## src/rtl/shift_serdes.sv

```systemverilog
// shift_serdes: N-bit universal shift register with a full-duplex serialiser/deserialiser burst mode.
// Define SHIFT_SERDES_PARITY_EN to add a registered parity output.
module shift_serdes #(
    parameter int N = 8,
    parameter logic [N-1:0] RESET_VALUE = '0
) (
    input  logic         clk,
    input  logic         reset,
    input  logic [N-1:0] pdatain,
    input  logic         sdatain,
    input  logic         load,
    input  logic         shift,
    input  logic         rotate,
    input  logic         dir,
    input  logic         start,
    output logic [N-1:0] pdataout,
    output logic         sdataout,
    output logic         busy,
`ifdef SHIFT_SERDES_PARITY_EN
    output logic         done,
    output logic         parity
`else
    output logic         done
`endif
);
    localparam int CW = $clog2(N + 1);
    typedef enum logic {IDLE, BURST} state_t;
    state_t       r_state, w_state;
    logic [N-1:0] r_reg, w_reg, w_shifted;
    logic [CW-1:0] r_cnt, w_cnt;
    logic         r_dir, w_dir, r_done, w_done;
    logic         w_sdir, w_out, w_in;
    always_comb begin
        w_state   = r_state;
        w_reg     = r_reg;
        w_cnt     = r_cnt;
        w_dir     = r_dir;
        w_done    = 1'b0;
        // a burst shifts in its latched direction; idle single steps follow the live dir input
        w_sdir    = (r_state == BURST) ? r_dir : dir;
        w_out     = w_sdir ? r_reg[0] : r_reg[N-1];
        w_in      = (r_state == IDLE && rotate) ? w_out : sdatain;
        w_shifted = w_sdir ? {w_in, r_reg[N-1:1]} : {r_reg[N-2:0], w_in};
        if (r_state == BURST) begin
            w_reg = w_shifted;
            w_cnt = r_cnt - 1'b1;
            if (r_cnt == CW'(1)) begin
                w_state = IDLE;
                w_done  = 1'b1;
            end
        end else if (start) begin
            w_reg   = pdatain;
            w_dir   = dir;
            w_cnt   = CW'(N);
            w_state = BURST;
        end else if (load) begin
            w_reg = pdatain;
        end else if (shift) begin
            w_reg = w_shifted;
        end
    end
    always_ff @(posedge clk or posedge reset) begin
        if (reset) begin
            r_state <= IDLE;
            r_reg   <= RESET_VALUE;
            r_cnt   <= '0;
            r_dir   <= 1'b0;
            r_done  <= 1'b0;
        end else begin
            r_state <= w_state;
            r_reg   <= w_reg;
            r_cnt   <= w_cnt;
            r_dir   <= w_dir;
            r_done  <= w_done;
        end
    end
`ifdef SHIFT_SERDES_PARITY_EN
    always_ff @(posedge clk or posedge reset) begin
        if (reset) parity <= 1'b0;
        else       parity <= ^w_reg;
    end
`endif
    assign pdataout = r_reg;
    assign sdataout = r_dir ? r_reg[0] : r_reg[N-1];
    assign busy     = (r_state == BURST);
    assign done     = r_done;
endmodule

```

## config.mk

```make
export PLATFORM = sky130hd
export DESIGN_NAME = shift_serdes
export DESIGN_NICKNAME = d
export VERILOG_FILES = /design/src/rtl/shift_serdes.sv
export SDC_FILE = /design/constraint.sdc
export NUM_CORES = 1
export LEC_CHECK = 0
export CORE_ASPECT_RATIO = 1.25
export CORE_MARGIN = 5
export CORE_UTILIZATION = 28
export CTS_CLUSTER_SIZE = 16
export DETAILED_ROUTE_END_ITERATION = 10
export PLACE_DENSITY_LB_ADDON = 0.1
export SYNTH_ARGS = -nofsm -noshare
export SYNTH_HDL_FRONTEND = slang
export SYNTH_SLANG_ARGS = --single-unit
```

## constraint.sdc

```tcl
create_clock -name clk -period 1.4 [get_ports clk]
set_input_delay 0.28 -clock clk [delete_from_list [all_inputs] [get_ports clk]]
set_output_delay 0.28 -clock clk [all_outputs]
set_load 0.005 [all_outputs]
```

Yosys cells after proc, flatten, opt, wreduce, memory -nomap -nowiden
Cells that the tools add are included.
Storage, ports and cells
  register bits: 15
  logic and storage cells: 28
  output and inout bits: 11
Cells by class
  equality and inequality tests: 1
  bitwise operators: 1
  reduce and logical (&&, ||, !) cells: 4
  $add $sub $neg: 1
  mux-type cells: 16
Operator list (count)
  two-way mux 8 bit: 5
  two-way mux 1 bit: 9
  two-way mux 4 bit: 2
  equality test 4 x 1 -> 1 bit (second input constant): 1
  nonzero test 4 bit: 1
  subtractor 4 x 1 -> 4 bit (second input constant): 1
  AND reduction 2 bit: 1
  nonzero test 2 bit: 1
  logical AND 1 bit: 1
  NOT 1 bit: 1

Longest topological paths before layout
Gate-level depths: netlist (run 1).
  depth after elaboration: 8
  mapped depth: 5

Worst setup path before layout (run 1)
No wires, ideal clock.
  path type: input port to flip-flop
  start point: input port start
  end point: register r_reg[1] (netlist: pdataout[1])
  data arrival time: 1.118 ns
  stages on the path: 5
  setup slack: 0.139 ns
  path through: buf_2 > or3_1 > clkbuf_1 > o22ai_1 > a22oi_1
On the way
  longest elaborated chain between the ends: 2
  elaborated cells between the ends (all ways): 3
RTL lines
  start, declared: RTL line 15  | input logic start,
  two-way mux 8 bit: RTL line 51  | end else if (start) begin
  two-way mux 8 bit: RTL line 44  | if (r_state == BURST) begin
  end signal, assigned: RTL line 71  | r_reg <= w_reg;
  end, declared: RTL line 29  | logic [N-1:0] r_reg, w_reg, w_shifted;
Parallel ways exist; a longest one is shown, timed or not.
A chain may end at the register's enable or synchronous reset.

Final worst setup path (run 1)
  start point: register r_reg[0] (netlist: pdataout[0])
  end point: output port pdataout[0]
RTL lines
  end, declared: RTL line 16  | output logic [N-1:0] pdataout,
No word-level cell between the ends.

==> impl_metrics.py, run 1 <==
metrics = {
    "worst_hold_path": {
        "worstHoldPathType": "primary input to async pin",
    },
    "logic_synthesis": {
        "yosysWarnings": 0,
        "synth_nets": 105,
        "syn_area_um2": 846,
        "syn_avg_cell_area_um2": 9.72,
        "ys_ff_latch": 15,
        "synth.distinct_cells": 28,
        "syn-instance-count": 87,
        "synth.yosys.seq_area_share": 0.444,
    },
    "detailed_routing": {
        "num_vias": 864,
        "firstDrtPassIters": 4,
        "routed_wl_um": 2440,
        "drt_iter0_drc": 9,
        "drtAntennaViolNets": 0,
        "drcViolationCount": 0,
        "wl_per_cell_um": 14.0,
        "viasPerCell": 4.97,
    },
    "die": {
        "start_util": 0.290,
        "dieWidth_um": 59.2,
        "top_level_ports": 27,
        "core-area_mm2": 0.00292,
        "die_y_um": 71.5,
        "num_rows": 22,
        "dieArea_mm2": 0.00423,
    },
    "cells_and_area": {
        "area_growth_syn_to_layout_pct": 63.2,
        "finalInstanceArea_mm2": 0.00138,
        "final_nets": 157,
        "drive_above_1_share": 0.326,
        "diodes": 0,
    },
    "power_and_ir_drop": {
        "p_clk_frac": 0.088,
        "p_per_area_mw_per_mm2": 2090,
        "leakagePower_uw": 0.000628,
        "switching_power_uw": 1080,
        "internal-power_uw": 1810,
        "vdd_drop_max_v": 0.000919,
        "combPwrFrac": 0.636,
        "p_sw_frac": 0.374,
        "power_uw": 2880,
        "p_seq_frac": 0.276,
    },
    "clock_network": {
        "numCtsBuffers": 3,
        "numClockSinks": 15,
        "clk_pin_slew_worst_paths_ps": 100,
        "clk_path_buf_depth": 2,
        "cts-root-buf": "clkbuf_4",
        "worstSkewPairLatency_ps": 280,
        "cts.hold.buffers_added": 0,
        "cts_max_level": 1,
        "cts_tree": "done",
    },
    "placement": {
        "dp_hpwl_um": 1770,
        "io_buffer_count": 26,
        "post_dp_cell_area_mm2": 0.00127,
        "gp_congestion": 0.768,
    },
    "critical_path": {
        "critical_path_class": "flop to primary output",
        "critPathSlowestCell": "dfrtp_1",
        "path_max_fanout": 3,
        "r2r_cells": 5,
        "startpoint_type": "flop",
        "cp_data_required_time_ps": 1120,
        "crit_chain": "buf_4 -> dlygate4sd2_1",
        "slowest_delay_ps": 420,
        "cp.arrival_ps": 1090,
        "end_kind": "primary output",
    },
    "sta": {
        "hold_viol": 0,
        "finalCritPeriodShare": 0.981,
        "slew_headroom": 0.744,
        "tightest_slew_ps": 379,
        "holdWs_ps": 293,
        "fin_skew_ps": 0.663,
        "setup_violations": 0,
        "grt_setup_unrepaired": "true",
        "period_needed_ps": 1370,
        "max_freq_mhz": 728,
        "finalMaxSlewViolations": 0,
    },
    "run_status": {
        "status": "finished clean",
    },
    "grt": {
        "grt_max_degree": 16,
        "first_global_vias": 898,
        "grtUsageTotal": 0.124,
        "grt_pass1_wl_um": 4040,
        "antenna_found_initial": 0,
        "grt-ovfl-total": 0,
    },
    "flow_run": {
        "drv_cap": 0,
    },
}
-- synthesized netlist by cell type, drive strengths merged --
master  instances  area (µm²)
dfrtp          15         375
a21oi           7        46.3
a22oi           7        52.6
o22ai           7        43.8
mux2i           6        60.1
nand2           6        22.5
nor2            6        25.0
inv             5        18.8
o21ai           5        25.0
mux2            3        33.8
buf             2        10.0
clkbuf          2        7.51
ha              2        25.0
nor2b           2        15.0
or3             2        12.5
a211oi          1        7.51
a21o            1        8.76
a31o            1        8.76
nand3           1        5.00
nor3            1        5.00
nor4            1        6.26
nor4b           1        8.76
o22a            1        8.76
o31ai           1        7.51
or2             1        6.26
-- state kept, by name (all words and copies together), names as in the netlist --
register  cells
pdataout      8
r_cnt         4
busy          1
done          1
r_dir         1
-- placed cells by master, fill, tap and decap left out, types with 2 or more instances in the layout --
cell type        synthesis  layout
buf_4                    0      21
dfrtp_1                 15      14
clkdlybuf4s50_1          0      14
dlygate4sd2_1            0      10
o22ai_1                  7       7
a22oi_1                  7       7
nand2_1                  6       6
mux2i_1                  6       6
inv_1                    5       5
a21oi_1                  6       5
nor2_2                   1       3
o21ai_0                  5       3
nor2_1                   5       3
clkbuf_4                 0       3
buf_6                    0       3
o21ai_1                  0       2
nor2b_2                  1       2
mux2_4                   0       2
ha_1                     2       2
-- power by group through the flow --
stage                     logic (µW)  registers, µW  clock network, µW
after floorplan                  786            864                  0
after global placement          1600            872                  0
after detailed placement        1620            872                  0
after CTS                       1800            793                273
after global routing            2010            829                292
final                           1830            795                253
-- metrics by stage --
step	cells	setup slack, ps	util	TNS (ps)
after floorplan	87	139	-	0
after global placement	162	-317	0.437	-2350
after detailed placement	162	-346	0.437	-2310
after CTS	174	-76.5	0.467	-76.5
after global routing	174	-68.3	0.473	-144
final	174	26.1	0.473	0
-- routing by layer --
layer	track usage	vias up	routed length, µm
met5	0	-	0
met3	0.0270	2	172
met1	0.171	412	1050
met2	0.188	25	1190
met4	0.0453	0	21
li1	-	425	-
-- area by class of cell --
type,instances,area (µm²)
Clock buffer,3,22.5
Timing Repair Buffer,51,454
Inverter,5,18.8
Multi-Input combinational cell,63,458
Tap cell,36,45.0
Fill cell,321,1540
Clock inverter,1,5.00
Sequential cell,15,377
-- logic make-up after synthesis --
group,after synthesis,share of synthesized area
AOI/OAI and AO/OA,31,0.247
adders and majority gates,2,0.0296
buffers and inverters,9,0.0429
DFF,15,0.444
muxes,9,0.111
and+or+nand+nor,21,0.126
-- what timing repair did --
action | CTS | global route
setup buffers | 8 | 1
resized for setup | 18 | 10
setup endpoints to repair | 13 | 12
pin swaps | 0 | 3
-- critical path: cells and delay by family, from the launching register on --
family   cells  cell delay [ps]
buf+inv      2              390
flops        1              420
-- path summary, 6_finish.rpt --
| kind | slack, ps | endpoint | from |
|---|---|---|---|
| worst max-delay path | 30 | pdataout[0] | pdataout[0] |
| worst min-delay path | 290 | r_cnt[1] | reset |
| worst max register to register | 30 | pdataout[0] | pdataout[0] |
| worst min register to register | 500 | done | r_cnt[3] |
| max in group asynchronous | 900 | busy | reset |
| min in group clk | 500 | done | r_cnt[3] |
(Power assumes the default switching activity.)
==> run 2: changes to the inputs <==
--- a/config.mk
+++ b/config.mk
@@ -10,7 +10,7 @@
 export CORE_UTILIZATION = 28
 export CTS_CLUSTER_SIZE = 16
 export DETAILED_ROUTE_END_ITERATION = 10
-export PLACE_DENSITY_LB_ADDON = 0.1
+export PLACE_DENSITY_LB_ADDON = 0.25
 export SYNTH_ARGS = -nofsm -noshare
 export SYNTH_HDL_FRONTEND = slang
 export SYNTH_SLANG_ARGS = --single-unit
==> impl_metrics.py, run 2 (synthesis gave the netlist of run 1 again) <==
metrics = {
    "run_status": {
        "status": "complete, but fails checks",
        "violations": "negative setup slack",
    },
    "detailed_routing": {
        "num_vias": 852,
        "drt_iter0_drc": 26,
        "routed_wl_um": 2510,
        "drtAntennaViolNets": 0,
        "viasPerCell": 4.92,
        "firstDrtPassIters": 4,
        "wl_per_cell_um": 14.5,
        "drcViolationCount": 0,
    },
    "cells_and_area": {
        "finalInstanceArea_mm2": 0.00138,
        "regArea_um2": 377,
        "final_nets": 156,
        "final_common_cell": "buf_4",
        "diodes": 0,
        "drive_above_1_share": 0.321,
        "largest_reg_flops": 8,
        "fillers": 321,
        "multiInputGateArea_um2": 462,
        "area_growth_syn_to_layout_pct": 62.6,
        "final_cell_mix": "buf_4, dfrtp_1, clkdlybuf4s50_1",
    },
    "power_and_ir_drop": {
        "vdd_drop_max_v": 0.000878,
        "p_seq_frac": 0.282,
        "p_clk_frac": 0.090,
        "leakagePower_uw": 0.000616,
        "combPwrFrac": 0.628,
        "p_sw_frac": 0.381,
        "switching_power_uw": 1080,
        "internal-power_uw": 1770,
        "p_per_area_mw_per_mm2": 2070,
    },
    "critical_path": {
        "rrSetupSlack_ps": -30,
        "critPathSlowestCell": "dfrtp_1",
        "crit_chain": "buf_4 -> mux2_4 -> mux2_4 -> a21oi_2 -> o21ai_1",
        "cp.arrival_ps": 1610,
        "end_kind": "flop",
        "r2r_cells": 5,
        "cp_data_required_time_ps": 1580,
        "startpoint_type": "flop",
        "cpMostUsedCell": "mux2_4",
        "slowest_delay_ps": 420,
        "path_max_fanout": 3,
        "critical_path_class": "flop to flop",
    },
    "sta": {
        "fin_skew_ps": 9.30,
        "slew_headroom": 0.724,
        "setup_violations": 1,
        "max_freq_mhz": 699,
        "finalMaxSlewViolations": 0,
        "fin_tns_setup_ps": -30.2,
        "period_needed_ps": 1430,
        "tightest_slew_ps": 408,
        "worst_slack_ps": -30.2,
        "hold_viol": 0,
        "finalCritPeriodShare": 1.02,
        "holdWs_ps": 278,
        "grt_setup_unrepaired": "true",
    },
    "placement": {
        "gp_congestion": 0.755,
        "dp_hpwl_um": 1810,
        "post_dp_cell_area_mm2": 0.00125,
        "io_buffer_count": 26,
    },
    "grt": {
        "antenna_found_initial": 0,
        "grt_pass1_wl_um": 4200,
        "grt-ovfl-total": 0,
        "first_global_vias": 893,
        "grt_max_degree": 16,
        "grtUsageTotal": 0.130,
    },
    "clock_network": {
        "cts.hold.buffers_added": 0,
        "cts_max_level": 1,
        "clk_pin_slew_worst_paths_ps": 100,
        "worstSkewPairLatency_ps": 290,
        "cts-root-buf": "clkbuf_4",
        "clk_path_buf_depth": 2,
        "numCtsBuffers": 3,
        "numClockSinks": 15,
        "cts_tree": "done",
    },
    "die": {
        "dieWidth_um": 59.2,
        "dieArea_mm2": 0.00423,
        "core-area_mm2": 0.00292,
        "num_rows": 22,
        "start_util": 0.290,
        "top_level_ports": 27,
        "die_y_um": 71.5,
    },
    "worst_hold_path": {
        "worstHoldPathType": "primary input to async pin",
    },
    "flow_run": {
        "drv_cap": 0,
    },
}
[run 2: cell types whose count changed in the layout (fill, tap and decap cells not counted), sizes merged]
cell    change
clkinv      -1
clkbuf      +1
buf         -1
[run 2: stage by stage]
stage / total power, µW / utilization / setup WS, ps / instances
4_1_cts: 2800 / 0.461 / -94.5 / 172
6_report: 2850 / 0.471 / -30.2 / 173
2_1_floorplan: 1650 / - / 139 / 87
3_3_place_gp: 2360 / 0.429 / -316 / 159
5_1_grt: 3090 / 0.471 / -75.8 / 173
3_5_place_dp: 2410 / 0.429 / -384 / 159
[run 2: layout make-up]
type,instances,area share
multi-input combinational,63,0.336
tap,36,0.0328
sequential,15,0.274
clock buffer,4,0.0191
timing repair buffer,50,0.325
inverter,5,0.0136
[run 2: power by group through the flow]
stage                     sequential (µW)  clock (µW)  combinational, µW
after floorplan                       864           0                786
after global placement                868           0               1490
after detailed placement              887           0               1520
after CTS                             804         268               1720
after global routing                  834         279               1970
final                                 805         255               1790
[run 2: worst paths after layout]
check / from / endpoint
min in group clk: r_cnt[3] / done
worst max-delay path: pdataout[0] / pdataout[0]
worst min-delay path: reset / pdataout[5]
worst min register to register: r_cnt[3] / done
worst max register to register: pdataout[0] / pdataout[0]
max in group asynchronous: reset / busy
[run 2: what timing repair did]
action / CTS / global route
pin swaps: 2 / 3
setup endpoints to repair: 14 / 13
buffers inserted: 9 / 1
resized for setup: 19 / 11
[run 2: critical path, delay by kind of cell (launching register included)]
| family | cells | cell delay, ps |
|---|---|---|
| AO/OA/AOI/OAI | 2 | 230 |
| flip-flops | 1 | 420 |
| buffers and inverters | 1 | 140 |
| multiplexers | 2 | 530 |
[run 2: routing by layer]
metal / part of all wire / wire, µm / up-vias / GRT usage
met5: 0 / 0 / - / 0
met4: 0.015 / 38 / 0 / 0.0605
met3: 0.042 / 106 / 4 / 0.0216
met2: 0.52 / 1300 / 23 / 0.215
met1: 0.42 / 1060 / 402 / 0.162
li1: - / - / 423 / -
==> run 3: changes to the inputs <==
--- a/config.mk
+++ b/config.mk
@@ -14,3 +14,4 @@
 export SYNTH_ARGS = -nofsm -noshare
 export SYNTH_HDL_FRONTEND = slang
 export SYNTH_SLANG_ARGS = --single-unit
+export TNS_END_PERCENT = 1
==> impl_metrics.py, run 3 (synthesis gave the netlist of run 1 again) <==
metrics = {
    "cells_and_area": {
        "largest_reg_flops": 8,
        "final_nets": 155,
        "fillers": 322,
        "drive_above_1_share": 0.316,
        "diodes": 0,
        "fin_cells": 172,
        "final_common_cell": "buf_4",
        "final_cell_mix": "buf_4, dfrtp_1, clkdlybuf4s50_1",
        "finalInstanceArea_mm2": 0.00135,
        "area_growth_syn_to_layout_pct": 59.8,
    },
    "die": {
        "num_rows": 22,
        "top_level_ports": 27,
        "die_y_um": 71.5,
        "dieWidth_um": 59.2,
        "dieArea_mm2": 0.00423,
        "core-area_mm2": 0.00292,
        "start_util": 0.290,
    },
    "power_and_ir_drop": {
        "p_seq_frac": 0.287,
        "p_clk_frac": 0.092,
        "power_uw": 2780,
        "p_sw_frac": 0.384,
        "switching_power_uw": 1070,
        "combPwrFrac": 0.621,
        "p_per_area_mw_per_mm2": 2060,
        "internal-power_uw": 1710,
        "leakagePower_uw": 0.000604,
        "vdd_drop_max_v": 0.000834,
    },
    "sta": {
        "hold_viol": 0,
        "max_freq_mhz": 713,
        "period_needed_ps": 1400,
        "tightest_slew_ps": 408,
        "finalCritPeriodShare": 1.00,
        "grt_setup_unrepaired": "true",
        "worst_slack_ps": -3.23,
        "setup_violations": 1,
        "holdWs_ps": 278,
        "finalMaxSlewViolations": 0,
        "fin_skew_ps": 9.36,
        "slew_headroom": 0.724,
    },
    "clock_network": {
        "cts-root-buf": "clkbuf_4",
        "worstSkewPairLatency_ps": 290,
        "cts.hold.buffers_added": 0,
        "numCtsBuffers": 3,
        "cts_max_level": 1,
        "numClockSinks": 15,
        "clk_path_buf_depth": 2,
        "clk_pin_slew_worst_paths_ps": 100,
        "cts_tree": "done",
    },
    "placement": {
        "io_buffer_count": 26,
        "dp_cells": 159,
        "post_dp_cell_area_mm2": 0.00125,
        "dp_hpwl_um": 1810,
        "gp_congestion": 0.755,
        "place_ws_ps": -384,
    },
    "run_status": {
        "status": "complete, but fails checks",
        "violations": "negative setup slack",
    },
    "grt": {
        "grt_pass1_wl_um": 4200,
        "grt_max_degree": 16,
        "first_global_vias": 894,
        "antenna_found_initial": 0,
        "grtUsageTotal": 0.130,
        "grt-ovfl-total": 0,
    },
    "detailed_routing": {
        "routed_wl_um": 2490,
        "drcViolationCount": 0,
        "drt_iter0_drc": 28,
        "viasPerCell": 4.95,
        "drtAntennaViolNets": 0,
        "wl_per_cell_um": 14.5,
        "num_vias": 851,
        "firstDrtPassIters": 4,
    },
    "critical_path": {
        "startpoint": "pdataout[7]",
        "worstReg2RegStart": "pdataout[7]",
        "startpoint_type": "flop",
        "path_buf_inv": 1,
        "r2r_cells": 5,
        "path_max_fanout": 4,
        "r2r-end": "pdataout[0]",
        "crit_cells": 5,
        "cp_data_required_time_ps": 1580,
        "rrSetupSlack_ps": -3,
        "slowest_delay_ps": 410,
        "cpLargestDelayFamily": "multiplexers",
        "critPathSlowestCell": "dfrtp_1",
        "crit_chain": "buf_4 -> mux2_2 -> mux2_4 -> a21oi_2 -> o21ai_1",
        "critical_path_class": "flop to flop",
        "cp.arrival_ps": 1580,
        "crit_path_end": "pdataout[0]",
        "end_kind": "flop",
    },
    "worst_hold_path": {
        "worstHoldPathType": "primary input to async pin",
    },
    "flow_run": {
        "drv_cap": 0,
    },
}
[run 3: power by group through the flow]
stage,clock network [µW],registers [µW],logic (µW)
after floorplan,0,864,786
after global placement,0,868,1490
after detailed placement,0,887,1520
after CTS,268,802,1710
after global routing,279,829,1910
final,255,799,1730
[run 3: repair_timing]
item | in CTS | in global routing
pin swaps | 0 | 2
gates resized for setup | 18 | 7
hold endpoints to repair | 0 | 0
setup buffers | 9 | 0
setup endpoints to repair | 14 | 13
[run 3: metal layers]
metal / wire [µm] / vias to the layer above / GRT usage / share of wire
met4: 38 / 0 / 0.0605 / 0.015
met5: 0 / - / 0 / 0
met3: 109 / 4 / 0.0216 / 0.044
li1: - / 421 / - / -
met2: 1290 / 23 / 0.215 / 0.52
met1: 1040 / 403 / 0.162 / 0.42
[run 3: final cells by class]
class	count	area, µm²	share of cell area
Sequential cell	15	377	0.279
Tap cell	36	45.0	0.0333
Inverter	5	18.8	0.0139
Clock buffer	4	26.3	0.0194
Timing Repair Buffer	49	427	0.316
Multi-Input combinational cell	63	458	0.339
[run 3: how the worst min path moves through the flow]
stage | start | to | slack, ps | cells past startpoint
after floorplan | reset | busy | 180 | 1
after CTS | reset | pdataout[5] | 270 | 3
final | reset | pdataout[5] | 280 | 3
after global placement | r_cnt[3] | done | 470 | 1
after detailed placement | r_cnt[3] | done | 480 | 1
after global routing | reset | pdataout[5] | 340 | 3
[run 3: metrics by stage]
stage,TNS (ps),util
floorplan,0,-
global placement,-2400,0.429
detailed placement,-2630,0.429
CTS,-95.2,0.459
global route,-135,0.463
finish,-3.23,0.463
[run 3: worst reg2reg max path: stages (launching register included)]
cell and delay, ps:
dfrtp_1 410, buf_4 140, mux2_2 250, mux2_4 280, a21oi_2 130, o21ai_1 80
